--- src/rtl/color_correct_matrix_pkg.sv ---
// Shared ISP constants for the colour-correction matrix: default widths,
// coefficient addressing and the identity reset value.
package color_correct_matrix_pkg;

    localparam int unsigned CCM_PIX_W    = 12;
    localparam int unsigned CCM_COEF_W   = 12;
    localparam int unsigned CCM_FRAC_W   = 8;
    localparam int unsigned CCM_NUM_COEF = 9;

    typedef enum logic [3:0] {
        CCM_C00 = 4'd0, CCM_C01 = 4'd1, CCM_C02 = 4'd2,
        CCM_C10 = 4'd3, CCM_C11 = 4'd4, CCM_C12 = 4'd5,
        CCM_C20 = 4'd6, CCM_C21 = 4'd7, CCM_C22 = 4'd8
    } ccmAddrE;

    localparam logic [3:0] CCM_ADDR_MAX = CCM_C22;

    // Identity matrix entry: 1.0 on the diagonal, 0 elsewhere.
    function automatic int ccmIdentity(input int unsigned idx, input int unsigned fracW);
        if (idx == int'(CCM_C00) || idx == int'(CCM_C11) || idx == int'(CCM_C22)) begin
            return 1 << fracW;
        end
        return 0;
    endfunction

endpackage

--- src/rtl/color_correct_matrix_row.sv ---
// One output channel of the colour matrix: three products, sum with rounding,
// then shift and clamp. Three pipeline stages, each loaded only by its valid.
module ccm_row #(
    parameter int unsigned PIX_W  = 12,
    parameter int unsigned COEF_W = 12,
    parameter int unsigned FRAC_W = 8
) (
    input  logic              isp_clk,
    input  logic              rst_n,
    input  logic              s1Load,
    input  logic              s2Load,
    input  logic              s3Load,
    input  logic              bypassS2,
    input  logic [PIX_W-1:0]  redIn,
    input  logic [PIX_W-1:0]  greIn,
    input  logic [PIX_W-1:0]  bluIn,
    input  logic [PIX_W-1:0]  passIn,
    input  logic [COEF_W-1:0] coef0,
    input  logic [COEF_W-1:0] coef1,
    input  logic [COEF_W-1:0] coef2,
    output logic [PIX_W-1:0]  pixOut
);

    localparam int unsigned PROD_W = PIX_W + COEF_W + 1;
    localparam int unsigned SUM_W  = PROD_W + 2;

    localparam logic signed [SUM_W-1:0] ROUND_C = SUM_W'(1) <<< (FRAC_W - 1);
    localparam logic signed [SUM_W-1:0] PIX_MAX = SUM_W'((1 << PIX_W) - 1);

    logic signed [PROD_W-1:0] prod0Q, prod1Q, prod2Q;
    logic signed [SUM_W-1:0]  sumQ;
    logic [PIX_W-1:0]         pass1Q, pass2Q;
    logic signed [SUM_W-1:0]  shiftedC;
    logic [PIX_W-1:0]         clampC;

    // Unsigned pixel times signed coefficient, sized so the product never wraps.
    function automatic logic signed [PROD_W-1:0] mulPix(input logic [PIX_W-1:0] pix,
                                                      input logic [COEF_W-1:0] coef);
        logic signed [PROD_W-1:0] pixExt;
        logic signed [PROD_W-1:0] coefExt;
        pixExt  = PROD_W'($signed({1'b0, pix}));
        coefExt = PROD_W'($signed(coef));
        return pixExt * coefExt;
    endfunction

    always_comb begin
        shiftedC = sumQ >>> FRAC_W;
        clampC   = PIX_W'(shiftedC);
        if (shiftedC[SUM_W-1]) begin
            clampC = '0;
        end else if (shiftedC > PIX_MAX) begin
            clampC = '1;
        end
    end

    always_ff @(posedge isp_clk) begin
        if (!rst_n) begin
            prod0Q <= '0;
            prod1Q <= '0;
            prod2Q <= '0;
            pass1Q <= '0;
            sumQ   <= '0;
            pass2Q <= '0;
            pixOut <= '0;
        end else begin
            if (s1Load) begin
                prod0Q <= mulPix(redIn, coef0);
                prod1Q <= mulPix(greIn, coef1);
                prod2Q <= mulPix(bluIn, coef2);
                pass1Q <= passIn;
            end
            if (s2Load) begin
                sumQ   <= SUM_W'(prod0Q) + SUM_W'(prod1Q) + SUM_W'(prod2Q) + ROUND_C;
                pass2Q <= pass1Q;
            end
            if (s3Load) begin
                pixOut <= bypassS2 ? pass2Q : clampC;
            end
        end
    end

endmodule

--- src/rtl/color_correct_matrix.sv ---
// 3x3 colour-correction matrix with double-buffered coefficients that swap
// only at frame boundaries, three-cycle pipeline and per-pixel bypass.
module color_correct_matrix
    import color_correct_matrix_pkg::*;
#(
    parameter int unsigned PIX_W  = CCM_PIX_W,
    parameter int unsigned COEF_W = CCM_COEF_W,
    parameter int unsigned FRAC_W = CCM_FRAC_W
) (
    input  logic              isp_clk,
    input  logic              rst_n,
    input  logic [PIX_W-1:0]  redIn,
    input  logic [PIX_W-1:0]  greIn,
    input  logic [PIX_W-1:0]  bluIn,
    input  logic              dinEn,
    input  logic              frameDoneIn,
    input  logic              cfgWe,
    input  logic [3:0]        cfgAddr,
    input  logic [COEF_W-1:0] cfgData,
    input  logic              bypass,
    output logic [PIX_W-1:0]  redOut,
    output logic [PIX_W-1:0]  greOut,
    output logic [PIX_W-1:0]  bluOut,
    output logic              doutEn,
    output logic              frameDoneOut,
    output logic              cfgPending
);

    logic [COEF_W-1:0] shadowQ [CCM_NUM_COEF];
    logic [COEF_W-1:0] activeQ [CCM_NUM_COEF];
    logic              wrValidC;
    logic              commitC;
    logic              valid1Q, valid2Q;
    logic              frame1Q, frame2Q;
    logic              byp1Q, byp2Q;

    assign wrValidC = cfgWe & (cfgAddr <= CCM_ADDR_MAX);
    assign commitC  = frameDoneIn & cfgPending;

    // Shadow/active banks; a commit takes the pre-write shadow, so a write in
    // the same cycle stays pending for the next frame.
    always_ff @(posedge isp_clk) begin
        if (!rst_n) begin
            for (int unsigned i = 0; i < CCM_NUM_COEF; i++) begin
                shadowQ[i] <= COEF_W'(ccmIdentity(i, FRAC_W));
                activeQ[i] <= COEF_W'(ccmIdentity(i, FRAC_W));
            end
            cfgPending <= 1'b0;
        end else begin
            for (int unsigned i = 0; i < CCM_NUM_COEF; i++) begin
                if (commitC) begin
                    activeQ[i] <= shadowQ[i];
                end
                if (wrValidC && cfgAddr == 4'(i)) begin
                    shadowQ[i] <= cfgData;
                end
            end
            if (wrValidC) begin
                cfgPending <= 1'b1;
            end else if (commitC) begin
                cfgPending <= 1'b0;
            end
        end
    end

    // Side-band shift register running alongside the row datapaths.
    always_ff @(posedge isp_clk) begin
        if (!rst_n) begin
            valid1Q      <= 1'b0;
            valid2Q      <= 1'b0;
            doutEn       <= 1'b0;
            frame1Q      <= 1'b0;
            frame2Q      <= 1'b0;
            frameDoneOut <= 1'b0;
            byp1Q        <= 1'b0;
            byp2Q        <= 1'b0;
        end else begin
            valid1Q      <= dinEn;
            valid2Q      <= valid1Q;
            doutEn       <= valid2Q;
            frame1Q      <= frameDoneIn;
            frame2Q      <= frame1Q;
            frameDoneOut <= frame2Q;
            byp1Q        <= bypass;
            byp2Q        <= byp1Q;
        end
    end

    ccm_row #(.PIX_W(PIX_W), .COEF_W(COEF_W), .FRAC_W(FRAC_W)) uRowRed (
        .isp_clk (isp_clk),
        .rst_n   (rst_n),
        .s1Load  (dinEn),
        .s2Load  (valid1Q),
        .s3Load  (valid2Q),
        .bypassS2(byp2Q),
        .redIn   (redIn),
        .greIn   (greIn),
        .bluIn   (bluIn),
        .passIn  (redIn),
        .coef0   (activeQ[0]),
        .coef1   (activeQ[1]),
        .coef2   (activeQ[2]),
        .pixOut  (redOut)
    );

    ccm_row #(.PIX_W(PIX_W), .COEF_W(COEF_W), .FRAC_W(FRAC_W)) uRowGre (
        .isp_clk (isp_clk),
        .rst_n   (rst_n),
        .s1Load  (dinEn),
        .s2Load  (valid1Q),
        .s3Load  (valid2Q),
        .bypassS2(byp2Q),
        .redIn   (redIn),
        .greIn   (greIn),
        .bluIn   (bluIn),
        .passIn  (greIn),
        .coef0   (activeQ[3]),
        .coef1   (activeQ[4]),
        .coef2   (activeQ[5]),
        .pixOut  (greOut)
    );

    ccm_row #(.PIX_W(PIX_W), .COEF_W(COEF_W), .FRAC_W(FRAC_W)) uRowBlu (
        .isp_clk (isp_clk),
        .rst_n   (rst_n),
        .s1Load  (dinEn),
        .s2Load  (valid1Q),
        .s3Load  (valid2Q),
        .bypassS2(byp2Q),
        .redIn   (redIn),
        .greIn   (greIn),
        .bluIn   (bluIn),
        .passIn  (bluIn),
        .coef0   (activeQ[6]),
        .coef1   (activeQ[7]),
        .coef2   (activeQ[8]),
        .pixOut  (bluOut)
    );

endmodule
--- config.mk ---
export PLATFORM = sky130hd
export DESIGN_NAME = color_correct_matrix
export DESIGN_NICKNAME = d
export VERILOG_FILES = /design/src/rtl/color_correct_matrix_pkg.sv /design/src/rtl/color_correct_matrix_row.sv /design/src/rtl/color_correct_matrix.sv
export SDC_FILE = /design/constraint.sdc
export NUM_CORES = 2
export LEC_CHECK = 0
export ABC_AREA = 1
export ABC_CLOCK_PERIOD_IN_PS = 5400
export CAP_MARGIN = 25
export CORE_MARGIN = 5
export CORE_UTILIZATION = 47
export CTS_CLUSTER_SIZE = 30
export DETAILED_ROUTE_END_ITERATION = 8
export PLACE_DENSITY_LB_ADDON = 0.1
export SYNTH_ARGS = -nofsm -noshare
export SYNTH_HDL_FRONTEND = slang
export SYNTH_SLANG_ARGS = --single-unit
--- constraint.sdc ---
create_clock -name isp_clk -period 5.4 [get_ports isp_clk]
set_clock_uncertainty 0.2 [all_clocks]
set_input_delay 0.81 -clock isp_clk [delete_from_list [all_inputs] [get_ports isp_clk]]
set_output_delay 0.81 -clock isp_clk [all_outputs]
set_load 0.05 [all_outputs]
==> impl_metrics.csv <==
group,metric,value,unit
detailed_routing,wl,254000,um
timing,layout_setup_ws,111,ps
worst_setup_path,cp_data_arrival_time,5680,ps
placed_design,dpl.cell_count,12400,
synth,syn_avg_cell_area,7.64,um2
global_route,grt_antenna_before_repair,16,
synth,synth_top_cell_by_area,"fa_1",
synth,synth.most_common_cell,"inv_1",
synth,synth_ff_type,"dfxtp_1",
global_route,grt_pass1_vias,65500,
worst_setup_path,crit_type,"input pin to register",
global_route,grt_max_degree,199,
power,power.total,41300,uW
placed_design,gp_congestion,0.950,
synth,synth_cells,9879,
clock_network,clock-sinks,615,
floorplanning,dieHeight,411,um
power,leakagePower,0.0496,uW
clock_network,cts-buffers-inserted,79,
synth,async_reset_ff_frac,0,
clock_network,clk_pin_slew,60,ps
detailed_routing,final_antenna_net_count,0,
timing,timing.fmax,189,MHz
worst_setup_path,critical_path_required,5790,ps
timing,worstMarginPinSlew,1110,ps
timing,period_share,0.979,
outcome,run_status,"finished, final reports clean",
worst_hold_path,hp-class,"register to register",
floorplanning,rows,147,
detailed_routing,drtIter0Drc,4480,
global_route,grt_pass1_wl,386000,um
timing,finalMaxSlewViolations,0,
synth,ys_types,46,
timing,rsz0062_at_grt,"true",
global_route,track_usage,0.298,
timing,setup_viol,0,
placed_design,placed_area,83800,um2
synth,synth_edf_count,216,
synth,synth.ff_latch_count,615,
clock_network,htree_num_levels,3,
final_layout,final_nets,12300,
power,p_per_area,468,nW/um2
placed_design,place_hpwl,204000,um
worst_setup_path,path_max_fanout,7,
final_layout,drive_gt1_frac,0.113,
placed_design,dp_slack,-973,ps
final_layout,finalNonFillerCells,12600,
detailed_routing,dr.pass1.iters,5,
worst_setup_path,cp-start-kind,"input pin",
global_route,grt-ovfl-total,0,
timing,timing.hold.ws,212,ps
synth,ys_warn_count,0,
synth,netlist_top_cells_count,"inv_1 (2351), nand2_1 (2300), fa_1 (981)",
floorplanning,coreArea,160000,um2
final_layout,final_cell_area,88300,um2
synth,seq_area_frac_synth,0.192,
floorplanning,initial_core_util,0.471,
clock_network,ctsLongestPathBuffers,3,
synth,syn_area,75400,um2
timing,min_period,5290,ps
floorplanning,boundaryPins,97,
final_layout,area_delta_synth_final,17.0,%
synth,ys_top_cells_by_area,"fa_1 (26%), ha_1 (14%), inv_1 (12%)",
synth,synth_nets,11700,
detailed_routing,num_vias,64300,
floorplanning,die_area,169000,um2
floorplanning,die_w,411,um
clock_network,clock_latency,710,ps
detailed_routing,routedWlPerCell,20.1,um
detailed_routing,vias_per_cell,5.09,
power,ir_worst_vdd,399,uV
clock_network,cts.root.buffer_cell,"clkbuf_16",
timing,final_hold_viol_count,0,
detailed_routing,drc,0,
flow_run,max-cap-violations,0,
synth,synth_top_area_frac,0.260,
worst_setup_path,worstSetupEndpointType,"register",
timing,timing.slew.headroom,0.261,
clock_network,cts_tree,"built",
placed_design,placement.io_buffers,96,
kinds of logic (layout without fill, tap and decap cells):
| group | after synthesis | in the layout | share of synthesized area |
|---|---|---|---|
| and+or+nand+nor | 3629 | 3629 | 0.190 |
| AOI/OAI and AO/OA | 940 | 940 | 0.0675 |
| other | 0 | 7 | 0 |
| adders and majority gates | 1809 | 1809 | 0.398 |
| DFF | 615 | 615 | 0.192 |
| xor gates and xnor gates | 123 | 123 | 0.0143 |
| buffers and inverters | 2763 | 3432 | 0.138 |
cell type report:
type	count	area, um2
antenna	7	17.5
clock buffer	91	2070
clock inverter	56	692
fill	15300	71700
inverter	2368	8900
multi-input combinational	6501	51400
sequential	615	14500
tap	2086	2610
timing repair buffer	917	8150
critical path: stages:
cell and delay [ps]:
dlymetal6s2s_1 390, buf_12 220, nand2_1 90, fa_1 500, fa_1 430, fa_1 500, inv_1 60, fa_1 560
inv_1 60, fa_1 480, inv_1 50, ha_1 330, a21oi_2 250, buf_4 160, nand2_1 110, buf_4 150
nand3_1 60, nand2_1 80, xor2_2 170, o21ai_1 130, inv_1 60
repair_timing:
item | in CTS | in global routing
hold buffers | 0 | 0
setup endpoints to repair | 30 | 124
pin swaps | 0 | 47
cloned | 0 | 18
setup buffers | 7 | 38
gates resized for setup | 13 | 237
path summary, 6_finish.rpt:
check	slack, ps	end	startpoint	cells after the start
min reg2reg	210	byp2Q$_SDFF_PN0_	byp1Q$_SDFF_PN0_	2
max	110	uRowRed.prod2Q[18]$_SDFFE_PN0P_	bluIn[4]	21
max reg2reg	190	uRowRed.prod2Q[18]$_SDFFE_PN0P_	activeQ[0][29]$_SDFFCE_PN0P_	21
min	210	byp2Q$_SDFF_PN0_	byp1Q$_SDFF_PN0_	2
metrics by stage:
| step | setup TNS, ps | util |
|---|---|---|
| floorplan | -70.9 | - |
| global placement | -89400 | 0.523 |
| detailed placement | -94690 | 0.523 |
| CTS | 0 | 0.542 |
| global route | -44.0 | 0.552 |
| finish | 0 | 0.552 |
power by group:
part           switching, uW  internal, uW  leakage (uW)
clock network           2480          3190       0.00133
registers                983          5490       0.00546
logic                  16900         12200        0.0428
per-layer routing:
layer	share of wire	routed length, um	global-route usage	vias up
li1	-	-	-	30900
met1	0.45	113000	0.413	31300
met2	0.45	115000	0.483	1803
met3	0.068	17400	0.0483	342
met4	0.035	8780	0.0899	4
met5	0.000090	23	0	-
state kept, by name (all words and copies together), names as in the netlist, 12 cells and up:
register        cells
uRowRed.pass1Q     12
uRowGre.pixOut     12
uRowGre.sumQ       19
uRowBlu.prod1Q     25
uRowRed.prod0Q     25
uRowRed.sumQ       19
uRowRed.prod1Q     25
uRowBlu.sumQ       19
uRowGre.prod2Q     25
shadowQ           108
uRowBlu.pixOut     12
uRowBlu.pass2Q     12
uRowBlu.pass1Q     12
uRowGre.pass2Q     12
uRowRed.pass2Q     12
uRowGre.pass1Q     12
uRowGre.prod1Q     25
uRowGre.prod0Q     25
uRowBlu.prod2Q     25
uRowBlu.prod0Q     25
uRowRed.pixOut     12
uRowRed.prod2Q     25
activeQ           108
cell usage in the layout (no fill, tap or decap), types with 8 or more instances in the layout:
| cell | instances |
|---|---|
| buf_12 | 56 |
| ha_2 | 8 |
| buf_2 | 13 |
| inv_6 | 12 |
| a31oi_1 | 48 |
| ha_4 | 24 |
| nand3_1 | 244 |
| clkinv_1 | 12 |
| dlymetal6s2s_1 | 18 |
| nand2_1 | 2278 |
| clkdlybuf4s50_1 | 61 |
| nand2_2 | 35 |
| fa_2 | 15 |
| edfxtp_1 | 216 |
| fa_1 | 966 |
| clkbuf_16 | 96 |
| inv_1 | 2348 |
| o21ai_0 | 384 |
| buf_4 | 735 |
| a21o_1 | 36 |
| nor3_2 | 14 |
| buf_6 | 11 |
| dfxtp_1 | 396 |
| a21oi_1 | 285 |
| o21a_1 | 30 |
| and2_1 | 15 |
| ha_1 | 796 |
| nor3_1 | 29 |
| clkinv_2 | 8 |
| nand3_2 | 9 |
| o21ai_1 | 48 |
| a21oi_2 | 44 |
| nor2_1 | 884 |
| xor2_1 | 87 |
| nand4_1 | 75 |
| inv_2 | 13 |
| xnor2_1 | 31 |
| o21bai_1 | 38 |
| nor2_2 | 18 |
(Power assumes the default switching activity.)
